### src/rtl/cpu_debug_pkg.sv
// Shared types for the commit-trace path: one trace record and the
// write-enable pattern driven on the debug pins.
package cpu_debug_pkg;

  typedef struct packed {
    logic [31:0] pc;
    logic [4:0]  rd;
    logic [31:0] wdata;
  } trace_rec_t;

  localparam logic [3:0] DEBUG_WEN_ALL = 4'hf;

endpackage

### src/rtl/trace_fifo_2w1r.sv
// Ordered dual-push / single-pop FIFO. Requests are compacted so the
// older request lands at wr_ptr. Pushes are admitted against the
// pre-edge free space only; a same-cycle pop never makes room.
module trace_fifo_2w1r
  import cpu_debug_pkg::*;
#(
  parameter int  DEPTH = 8,
  parameter type T     = trace_rec_t
) (
  input  logic                     clk,
  input  logic                     resetn,
  input  logic                     req0,
  input  T                         d0,
  input  logic                     req1,
  input  T                         d1,
  input  logic                     pop_req,
  output T                         head,
  output logic                     empty,
  output logic [$clog2(DEPTH):0]   count,
  output logic [1:0]               acc_cnt,
  output logic                     drop
);

  localparam int          AW      = $clog2(DEPTH);
  localparam logic [AW:0] DEPTH_W = (AW+1)'(DEPTH);

  T            mem [DEPTH];
  logic [AW:0] wr_ptr, rd_ptr, free, n_req_w;
  logic [1:0]  n_req;
  logic [AW-1:0] wa0, wa1;
  logic        pop;
  T            first;

  // Pointers carry one extra wrap bit, so the difference is the fill level.
  assign count   = wr_ptr - rd_ptr;
  assign empty   = (wr_ptr == rd_ptr);
  assign free    = DEPTH_W - count;
  assign n_req   = {1'b0, req0} + {1'b0, req1};
  assign n_req_w = {{(AW-1){1'b0}}, n_req};
  // free < n_req only when free is 0 or 1, so its low bits are the grant.
  assign acc_cnt = (free >= n_req_w) ? n_req : free[1:0];
  assign drop    = (n_req != acc_cnt);
  assign first   = req0 ? d0 : d1;
  assign pop     = pop_req && !empty;
  assign head    = mem[rd_ptr[AW-1:0]];
  assign wa0     = wr_ptr[AW-1:0];
  assign wa1     = wr_ptr[AW-1:0] + AW'(1);

  // Pointer advance: writes by the accepted count, reads by one on pop.
  always_ff @(posedge clk or negedge resetn) begin
    if (!resetn) begin
      wr_ptr <= '0;
      rd_ptr <= '0;
    end else begin
      wr_ptr <= wr_ptr + {{(AW-1){1'b0}}, acc_cnt};
      rd_ptr <= rd_ptr + {{AW{1'b0}}, pop};
    end
  end

  // Storage write; second slot only used when both requests are granted.
  always_ff @(posedge clk) begin
    if (acc_cnt != 2'd0) mem[wa0] <= first;
    if (acc_cnt == 2'd2) mem[wa1] <= d1;
  end

endmodule

### src/rtl/commit_trace_serializer.sv
// Merges the two write-back channels into one ordered commit-trace
// stream in the single-port debug format. Field outputs read as zero
// while the queue is empty so idle cycles are visible as pc == 0.
module commit_trace_serializer
  import cpu_debug_pkg::*;
#(
  parameter int DEPTH     = 8,
  parameter bit FILTER_R0 = 1'b1
) (
  input  logic        clk,
  input  logic        resetn,
  input  logic        wb0_en,
  input  logic [4:0]  wb0_rd,
  input  logic [31:0] wb0_wdata,
  input  logic [31:0] wb0_pc,
  input  logic        wb1_en,
  input  logic [4:0]  wb1_rd,
  input  logic [31:0] wb1_wdata,
  input  logic [31:0] wb1_pc,
  input  logic        out_ready,
  output logic        in_ready,
  output logic        out_valid,
  output logic [31:0] debug_wb_pc,
  output logic [3:0]  debug_wb_rf_wen,
  output logic [4:0]  debug_wb_rf_wnum,
  output logic [31:0] debug_wb_rf_wdata,
  output logic        overflow,
  output logic [31:0] commit_cnt
);

  localparam int          AW      = $clog2(DEPTH);
  localparam logic [AW:0] RDY_MAX = (AW+1)'(DEPTH - 2);

  trace_rec_t  rec0, rec1, head;
  logic        q0, q1, empty, drop;
  logic [1:0]  acc_cnt;
  logic [AW:0] count;

  // A slot qualifies on its enable, optionally ignoring writes to x0.
  assign q0   = wb0_en && (!FILTER_R0 || (wb0_rd != 5'd0));
  assign q1   = wb1_en && (!FILTER_R0 || (wb1_rd != 5'd0));
  assign rec0 = '{pc: wb0_pc, rd: wb0_rd, wdata: wb0_wdata};
  assign rec1 = '{pc: wb1_pc, rd: wb1_rd, wdata: wb1_wdata};

  trace_fifo_2w1r #(.DEPTH(DEPTH), .T(trace_rec_t)) u_fifo (
    .clk     (clk),
    .resetn  (resetn),
    .req0    (q0),
    .d0      (rec0),
    .req1    (q1),
    .d1      (rec1),
    .pop_req (out_ready),
    .head    (head),
    .empty   (empty),
    .count   (count),
    .acc_cnt (acc_cnt),
    .drop    (drop)
  );

  assign out_valid         = !empty;
  assign in_ready          = (count <= RDY_MAX);
  assign debug_wb_pc       = out_valid ? head.pc    : 32'h0;
  assign debug_wb_rf_wnum  = out_valid ? head.rd    : 5'h0;
  assign debug_wb_rf_wdata = out_valid ? head.wdata : 32'h0;
  assign debug_wb_rf_wen   = out_valid ? DEBUG_WEN_ALL : 4'h0;

  // Sticky drop flag and running count of accepted records.
  always_ff @(posedge clk or negedge resetn) begin
    if (!resetn) begin
      overflow   <= 1'b0;
      commit_cnt <= '0;
    end else begin
      if (drop) overflow <= 1'b1;
      commit_cnt <= commit_cnt + {30'd0, acc_cnt};
    end
  end

endmodule

### config.mk
export PLATFORM = sky130hd
export DESIGN_NAME = commit_trace_serializer
export DESIGN_NICKNAME = d
export VERILOG_FILES = /design/src/rtl/cpu_debug_pkg.sv /design/src/rtl/trace_fifo_2w1r.sv /design/src/rtl/commit_trace_serializer.sv
export SDC_FILE = /design/constraint.sdc
export NUM_CORES = 1
export LEC_CHECK = 0
export CAP_MARGIN = 20
export CORE_ASPECT_RATIO = 0.5
export CORE_MARGIN = 2
export CORE_UTILIZATION = 53
export DETAILED_ROUTE_END_ITERATION = 8
export GPL_TIMING_DRIVEN = 0
export MAX_ROUTING_LAYER = met4
export PLACE_DENSITY = 0.78
export SYNTH_ARGS = -nofsm -noshare
export SYNTH_HDL_FRONTEND = slang
export SYNTH_SLANG_ARGS = --single-unit
### constraint.sdc
create_clock -name clk -period 9.8 [get_ports clk]
set_input_delay 0.98 -clock clk [delete_from_list [all_inputs] [get_ports clk]]
set_output_delay 0.98 -clock clk [all_outputs]
set_load 0.02 [all_outputs]
# Yosys cells after proc, flatten, opt, wreduce, memory -nomap -nowiden
# Memories as Yosys holds them, arrays and structs flattened.
# Cells that the tools add are included.
# Widths: inputs -> output; s select.
[totals] ff_bits=41 mem_bits_rw=552 in_bits=143 out_inout_bits=108 wordCells=34 memories=1
[mem_list] name="u_fifo.mem" depth=8 width=69 rd=1 rd_clocked_by_memory_dff=0 wr=2 line_no="trace_fifo_2w1r.sv:27" text="T mem [DEPTH];"
[op_classes] n_addsub=7 n_lt_le_gt_ge=2 n_eq_ne=3 n_mux=10 reduce_logical=7
[op_table] operator="$mux 69" count=1
[op_table] operator="$mux 32" count=2
[op_table] operator="$add 32x2->32" count=1
[op_table] operator="$reduce_bool 5->1" count=2
[op_table] operator="$mux 5" count=1
[op_table] operator="$add 4x1->4" count=1
[op_table] operator="$add 4x2->4" count=1
[op_table] operator="$eq 4x4->1" count=1
[op_table] operator="$ge 4x2->1" count=1
[op_table] operator="$le 4x3->1 const B" count=1
[op_table] operator="$mux 1" count=4
[op_table] operator="$mux 4" count=1
[op_table] operator="$sub 4x4->4" count=1
[op_table] operator="$sub 4x4->4 const A" count=1
[op_table] operator="$add 3x1->3 const B" count=1
[op_table] operator="$logic_and 1x1->1" count=3
[op_table] operator="$add 1x1->2" count=1
[op_table] operator="$eq 2x2->1 const B" count=1
[op_table] operator="$mux 2" count=1
[op_table] operator="$ne 2x2->1" count=1
[op_table] operator="$reduce_bool 2->1" count=1
[op_table] operator="$logic_not 1->1" count=1

# Logic depth before layout (Yosys ltp)
# Gate-level depths: netlist of run 1.
[depth] depth_word=8 ltp_mapped=20 depth_no_buf=19

# By module
# Synthesis of run 1 repeated with hierarchy kept, for this count alone.
[unflattened] cells_unflattened=1948 area_unflattened_um2=31029.8
[by_module_without_submodules] mod="trace_fifo_2w1r" n_inst=1 cells_per_inst=1740 area_per_inst_um2=29061.6 seq_area_each_um2=16776.1
[by_module_without_submodules] mod="commit_trace_serializer" n_inst=1 cells_per_inst=208 area_per_inst_um2=1968.1 seq_area_each_um2=825.8

# Worst setup path before layout of run 1
# OpenSTA, ideal clock, no wires.
[synth_path] path_type="input port to flip-flop" startpoint="in wb0_rd[1]" endpoint="mem u_fifo.mem[0][0] (netlist bit), enable pin" setup_time_ps=684 arrival_ps=10431 required_ps=9116 path_slack_ps=-1315 path_stages=12 n_path_buf=1 path_cell_list="or4_1 o21ai_1 inv_2 clkbuf_1 ha_1 ha_1 nand2b_1 a21oi_1 nand2_1 o21ai_0 o21ai_1 o41ai_1"
[synth_lines] element="start: declaration" line_no="commit_trace_serializer.sv:13" text="input logic [4:0] wb0_rd,"
[synth_lines] element="end: declaration" line_no="trace_fifo_2w1r.sv:27"

==> results.md, run 1 <==
- Crit. End Element: flop
- Hold_buf cts: 0
- Yosys reg bits: 593
- Min cycle time layout: 6680 ps
- Leak: around 14 nW
- Met3 routed WL: 6480 um
- Synth-to-layout area growth: 18.9%
- Final-report max-slew violation count: 0
- Die Area: 0.0609 mm^2
- Final setup viols: 0
- CORE AREA: 0.0577 mm^2
- Met2 wire length: a little over 40000 um
- Share of flip-flops with an asynchronous set or reset: slightly below 7%
- Post-synth top area cell: edfxtp_1
- Worst setup SP type: flop
- Worst skew pair latency: roughly 600 ps
- Wire length per cell: between 20 and 30 um
- Max layer used: met4
- Global-route wire length before repair: 122000 um
- Final hold viol count: 0
- DRT met1 WL: 32700 um
- Commonest non-fill, non-tap cell in the layout: edfxtp_1
- Initial antenna violation count: 0
- Cells after Synth: approximately 2000
- TNS Setup: 0 ps
- IR drop worst, VDD: 0.204 mV
- Port bufs: between 200 and 250
- Netlist cell types: 45
- PwrDens: about 330 mW/mm^2
- Dpl ws: 2730 ps
- Share of layout cells above drive strength 1: a little under two fifths
- WP data required: approximately 10000 ps
- Max Cap Viol: 0
- Via density per instance: 6.06
- TritonCTS clock tree: done
- Register area share after synthesis: between 50% and 60%
- N_diodes: 0
- Antenna viol nets, final: 0
- Commonest non-fill, non-tap cells in the layout: 552 x edfxtp_1, 414 x mux2_2, 366 x nand2_1
- Critical path start-end classification: reg -> reg
- # Post-CTS Setup Buffers: 0
- Arrival time at the worst endpoint: 6960 ps
- RSZ-0062 raised after global routing: no
- Die width: 347 um
- Tcrit/Tclk final: 68.2%
- Root Driver: clkbuf_16
- Area contributors post-synth: edfxtp_1 53%, mux2_2 15%, mux4_2 10%, mux2_4 6.7%, nand2_1 4.4%
- Vias in the first global route: 19600
- Boundary Pins: 251
- GRT Total Usage: 27.5%
- Synthesized area: 0.0312 mm^2
- H-tree depth: 2
- Status: complete, no violations
- Final HPWL DP: 54600 um
- Number of flops mapped to enable cells by yosys: 552
- Initial DRC count: 2137
- Initial Utilization: 54.0%
- Reg2Reg Depth: 16
- Rows: 62
- Crit Path Max Fanout: 22
- Grt total ovfl: 0
- DRT Pass-1 Iters: 7
- Clk pin slew, worst setup/hold paths: 70 ps
- Setup Skew: 28.7 ps
- Final #Nets: 2537
- Relative slew slack: about 17%
- YS warnings: 0
- Post_cts resized: 0
- Num CTS Buffers: 53
- Final setup margin: 3120 ps
- Max Freq: 150 MHz
- Fillers: 4057
- Synthesized Nets: 2184
- GPL Wtd Cong: 0.848
- Ys flop type: edfxtp_1
- Routed via count: 19300
- Final wirelength: about 82000 um
- Largest net degree at the start of global routing: 33
- Worst-case clock buffer depth: 3
- Syn avg cell area: between 15 and 20 um^2
- Residual DRC: 0
- Worst slew pin tran: approximately 1200 ps
- Hold Crit Class: in -> async
- Post-synth top area share: 53.2%
- Clk sinks: 593
- Chip Height: ~180 um
-- where the power goes --
group	leakage, nW	switching [W]	internal (W)	total [W]
Sequential	5.60	0.000225	0.00390	0.00413
Clock	0.793	0.000946	0.00109	0.00203
Combinational	7.26	0.00332	0.00267	0.00599
-- routing by layer --
layer | vias up | GRT usage [%]
met5 | - | -
met4 | 0 | 7.07
met3 | 123 | 4.19
met2 | 851 | 45.7
met1 | 9862 | 35.8
li1 | 8456 | -
-- worst max-delay path, cell delays in order (launching register included) --
cell	delay [ps]
dfrtp_1	350
clkbuf_1	240
clkbuf_1	580
clkbuf_1	760
inv_1	210
fa_1	590
ha_1	440
inv_1	80
ha_1	270
a21oi_1	170
and2_1	190
nand3_1	150
a21boi_1	870
buf_2	500
o21bai_4	390
buf_12	290
buf_12	230
-- synthesized netlist by cell type (10+ instances only) --
cell        n
mux2_2    414
ha_1       15
xor2_1     12
buf_4      10
nor2_1     10
a21oi_1    72
nand2_1   366
buf_6      14
edfxtp_1  552
clkbuf_1   48
xnor2_1    28
dfrtp_1    41
nand3_1    21
buf_2      49
mux2_4    138
buf_1      17
mux4_2    138
inv_1      11
-- final cells by class --
cell class              instances  area, um^2  share of cell area, %
plain buffers                 138         722                   1.95
clock inverters                26         214                  0.578
inverters                      14        52.6                  0.142
flip-flops and latches        593       17600                   47.5
clock buffers                  71        1400                   3.79
multi-input cells            1278       12900                   34.7
well taps                     768         961                   2.59
repair buffers                298        3230                   8.71
-- path summary, 6_finish.rpt --
kind | start | to | slack, ps
min in group clk | commit_cnt[31]$_DFF_PN0_ | commit_cnt[31]$_DFF_PN0_ | 470
min reg2reg | commit_cnt[31]$_DFF_PN0_ | commit_cnt[31]$_DFF_PN0_ | 470
max | u_fifo.rd_ptr[1]$_DFF_PN0_ | u_fifo.mem[3][22]$_DFFE_PP_ | 3120
max reg2reg | u_fifo.rd_ptr[1]$_DFF_PN0_ | u_fifo.mem[3][22]$_DFFE_PP_ | 3120
max in group asynchronous | resetn | commit_cnt[22]$_DFF_PN0_ | 9020
min | resetn | u_fifo.rd_ptr[3]$_DFF_PN0_ | 280
-- state kept, by name, summed over array words and instances (netlist names) --
name           flops
u_fifo.mem       552
commit_cnt        32
u_fifo.rd_ptr      4
u_fifo.wr_ptr      4
overflow           1
-- cells by family (layout without fill, tap and decap cells) --
kind of cell	count (synthesis)	after routing	share of synthesized area, %
AO/OA/AOI/OAI	101	101	1.84
XOR/XNOR	43	43	1.33
adder cells (fa/ha/maj)	18	18	0.795
buffers and inverters	152	547	2.49
flip-flops	593	593	56.5
multiplexers	690	690	31.6
AND/OR/NAND/NOR	426	426	5.46
-- stage by stage --
stage / cell area, um^2 / util [%] / total power (W) / hold slack [ps] / std cells
finish: 37000 / 64.2 / 0.0122 / 282 / 3186
CTS: 37000 / 64.2 / 0.0121 / 276 / 3184
detailed placement: 35400 / 61.4 / 0.0101 / 463 / 3087
global route: 37000 / 64.2 / 0.0126 / 284 / 3186
floorplan: 31200 / - / 0.00778 / 477 / 2023
global placement: 34600 / 59.9 / 0.00999 / 466 / 3036
Power figures use the tool's default switching activity.
==> run 2, diff against run 1 <==
- CORE_UTILIZATION: 53 -> 59
- PLACE_DENSITY: 0.78 -> 0.82
- clock period: 9.8 -> 6.72 ns (I/O delays scaled with it)
==> results.md, run 2 (synthesis gave the netlist of run 1 again) <==
- Status: complete, no violations
- Leak: 13.6 nW (-0.35%)
- Hold Crit Class: in -> async
- Largest regs: u_fifo.mem x552, commit_cnt x32
- Dpl ws: -20.6 ps (-2750 ps)
- Clock network power share: 16.8% (about the same)
- Critical path start-end classification: reg -> reg
- Routed via count: 19600 (+1.6%)
- H-tree depth: 2 (unchanged)
- Worst-case clock buffer depth: 3 (unchanged)
- Arrival time at the worst endpoint: 6770 ps (-190 ps)
- Num CTS Buffers: 52 (-1.9%)
- Final core utilization: 71.0% (+6.8 points)
- # Post-CTS Setup Buffers: 0 (unchanged)
- Vias in the first global route: 20100 (+2.3%)
- Final #Nets: 2525 (-0.47%)
- Rows: 59 (-4.8%)
- Antenna viol nets, final: 0 (unchanged)
- Initial antenna violation count: 2 (+2)
- Synth-to-layout area growth: 18.6%
- Switching Fraction: 37.3% (+0.34 points)
- RSZ-0062 raised after global routing: no
- Critical-path top delay cell: a21oi_1
- Min cycle time layout: 6470 ps (-215 ps)
- IR drop worst, VDD: 0.279 mV (+37%)
- Initial Utilization: 59.9% (+5.9 points)
- PwrDens: 480 mW/mm^2 (+46%)
- Commonest non-fill, non-tap cells in the layout: 552 x edfxtp_1, 414 x mux2_2, 366 x nand2_1
- WP depth: 16 (unchanged)
- Reg2Reg Depth: 16 (unchanged)
- Final wirelength: 82800 um (+1.0%)
- Cells along the critical path: clkbuf_1 -> clkbuf_1 -> clkbuf_2 -> inv_1 -> fa_1 -> ha_1 -> inv_1 -> ha_1 -> a21oi_1 -> and2_1 -> nand3_1 -> a21oi_1 -> buf_2 -> o21bai_4 -> buf_12 -> buf_12
- Share of layout cells above drive strength 1: 37.1% (-0.43 points)
- TNS Setup: 0 ps (unchanged)
- Port bufs: 245 (unchanged)
- Worst hold slack: 477 ps (+195 ps)
- Final-report max-slew violation count: 0 (unchanged)
- Grt total ovfl: 0 (unchanged)
- Residual DRC: 0 (unchanged)
- Worst skew pair latency: 630 ps (+30 ps)
- Total power draw: 0.0177 W (+46%)
- Wire length per cell: 26.6 um (+3.5%)
- Int Pwr: 0.0111 W (+45%)
- Boundary Pins: 251 (unchanged)
- Largest delay share family, worst path: buffers and inverters
- Chip Height: 166 um (-5.1%)
- Clk pin slew, worst setup/hold paths: 70 ps (about the same)
- CP peak stage delay: 940 ps (+70 ps)
- Final hold viol count: 0 (unchanged)
- Max Cap Viol: 0 (unchanged)
- Worst slew pin tran: 1290 ps (+53.1 ps)
- Largest net degree at the start of global routing: 33 (unchanged)
- Initial DRC count: 2313 (+8.2%)
- Global-route wire length before repair: 123000 um (+1.3%)
- GRT Total Usage: 31.2% (+3.7 points)
- WP data required: 7030 ps (-3050 ps)
- CORE AREA: 0.0520 mm^2 (-9.8%)
- DRT Pass-1 Iters: 5 (-2)
- TritonCTS clock tree: done
- Root Driver: clkbuf_16
- Combinational power share: 49.2% (about the same)
- Die Area: 0.0548 mm^2 (-10%)
- Power share of the sequential group: 34.0% (about the same)
- Die width: 329 um (-5.2%)
- Tcrit/Tclk final: 96.2% (+28 points)
- Relative slew slack: 13.7% (-3.7 points)
- Switching pwr: 0.00661 W (+47%)
- Final setup viols: 0 (unchanged)
- Commonest non-fill, non-tap cell in the layout: edfxtp_1
- Worst setup SP type: flop
- Max Freq: 155 MHz (+3.3%)
- Final setup margin: 253 ps (-2860 ps)
- Setup Skew: 17.7 ps (-11.0 ps)
- Largest register FFs: 552 (unchanged)
- WP buf/inv: 8 (unchanged)
- Crit. End Element: flop
- Top reg by flops: u_fifo.mem
- Crit Path Max Fanout: 20 (-9.1%)
- GPL Wtd Cong: 0.830 (-2.1%)
- Clk sinks: 593 (unchanged)
- Via density per instance: 6.30 (+4.0%)
- Final HPWL DP: 54400 um (-0.34%)
==> run 2: cell count changes in the layout (fill, tap and decap cells not counted), moves of 2 or more <==
cell / change
buf_16: -5
buf_4: -23
clkinv_1: +6
diode_2: +2
buf_6: +5
clkinv_2: -5
buf_8: +7
o41ai_4: +2
o41ai_2: -2
buf_12: +4
==> run 2: power by group through the flow <==
stage	registers, W	logic, W	clock network, W
after CTS	0.00603	0.00868	0.00299
after global placement	0.00646	0.00793	0
final	0.00604	0.00873	0.00298
after global routing	0.00612	0.00916	0.00313
after detailed placement	0.00610	0.00862	0
after floorplan	0.00619	0.00509	0
==> run 2: routing by layer <==
layer	wire length, um	up-vias	GRT usage [%]
met5	0	-	-
met4	3030	0	12.2
met3	7000	216	5.12
met2	40500	1019	49.1
met1	32300	9921	41.2
li1	-	8442	-
==> run 2: layout make-up <==
type                            count  area, um^2
Fill cell                        3280       15100
Tap cell                          701         877
Clock buffer                       71        1390
Clock inverter                     27         230
Multi-Input combinational cell   1278       12900
Timing Repair Buffer              287        3170
Inverter                           14        52.6
Antenna cell                        2        5.00
Buffer                            138         723
Sequential cell                   593       17600
==> run 2: final timing paths <==
check                                           start                           to  slack (ps)
max in group asynchronous                      resetn     commit_cnt[14]$_DFF_PN0_        5770
max reg2reg                u_fifo.rd_ptr[1]$_DFF_PN0_  u_fifo.mem[7][49]$_DFFE_PP_         250
min in group clk             commit_cnt[31]$_DFF_PN0_     commit_cnt[31]$_DFF_PN0_         480
min                                            resetn         overflow$_DFFE_PN0P_         480
min reg2reg                  commit_cnt[31]$_DFF_PN0_     commit_cnt[31]$_DFF_PN0_         480
max                        u_fifo.rd_ptr[1]$_DFF_PN0_  u_fifo.mem[7][49]$_DFFE_PP_         250
==> run 2: through the flow <==
stage                     std cells  cell area [um^2]
after floorplan                2023             31200
after global placement         2969             34500
after detailed placement       3007             35300
after CTS                      3106             36900
after global routing           3111             36900
final                          3111             36900
==> run 2: worst register-to-register path: cells and delay by family (launching register included) <==
family / cells / cell delay [ps]
buf+inv: 8 / 2630
compound gates: 3 / 1450
fa+ha+maj: 3 / 1290
simple gates: 2 / 410
flops: 1 / 360
==> run 2: what timing repair did <==
action                                 4_1_cts  5_1_grt
hold buffers                                 1        0
resized for setup                            1        3
setup endpoints to repair                   19       48
pin swaps                                    0        0
endpoints found under the hold margin        9        0
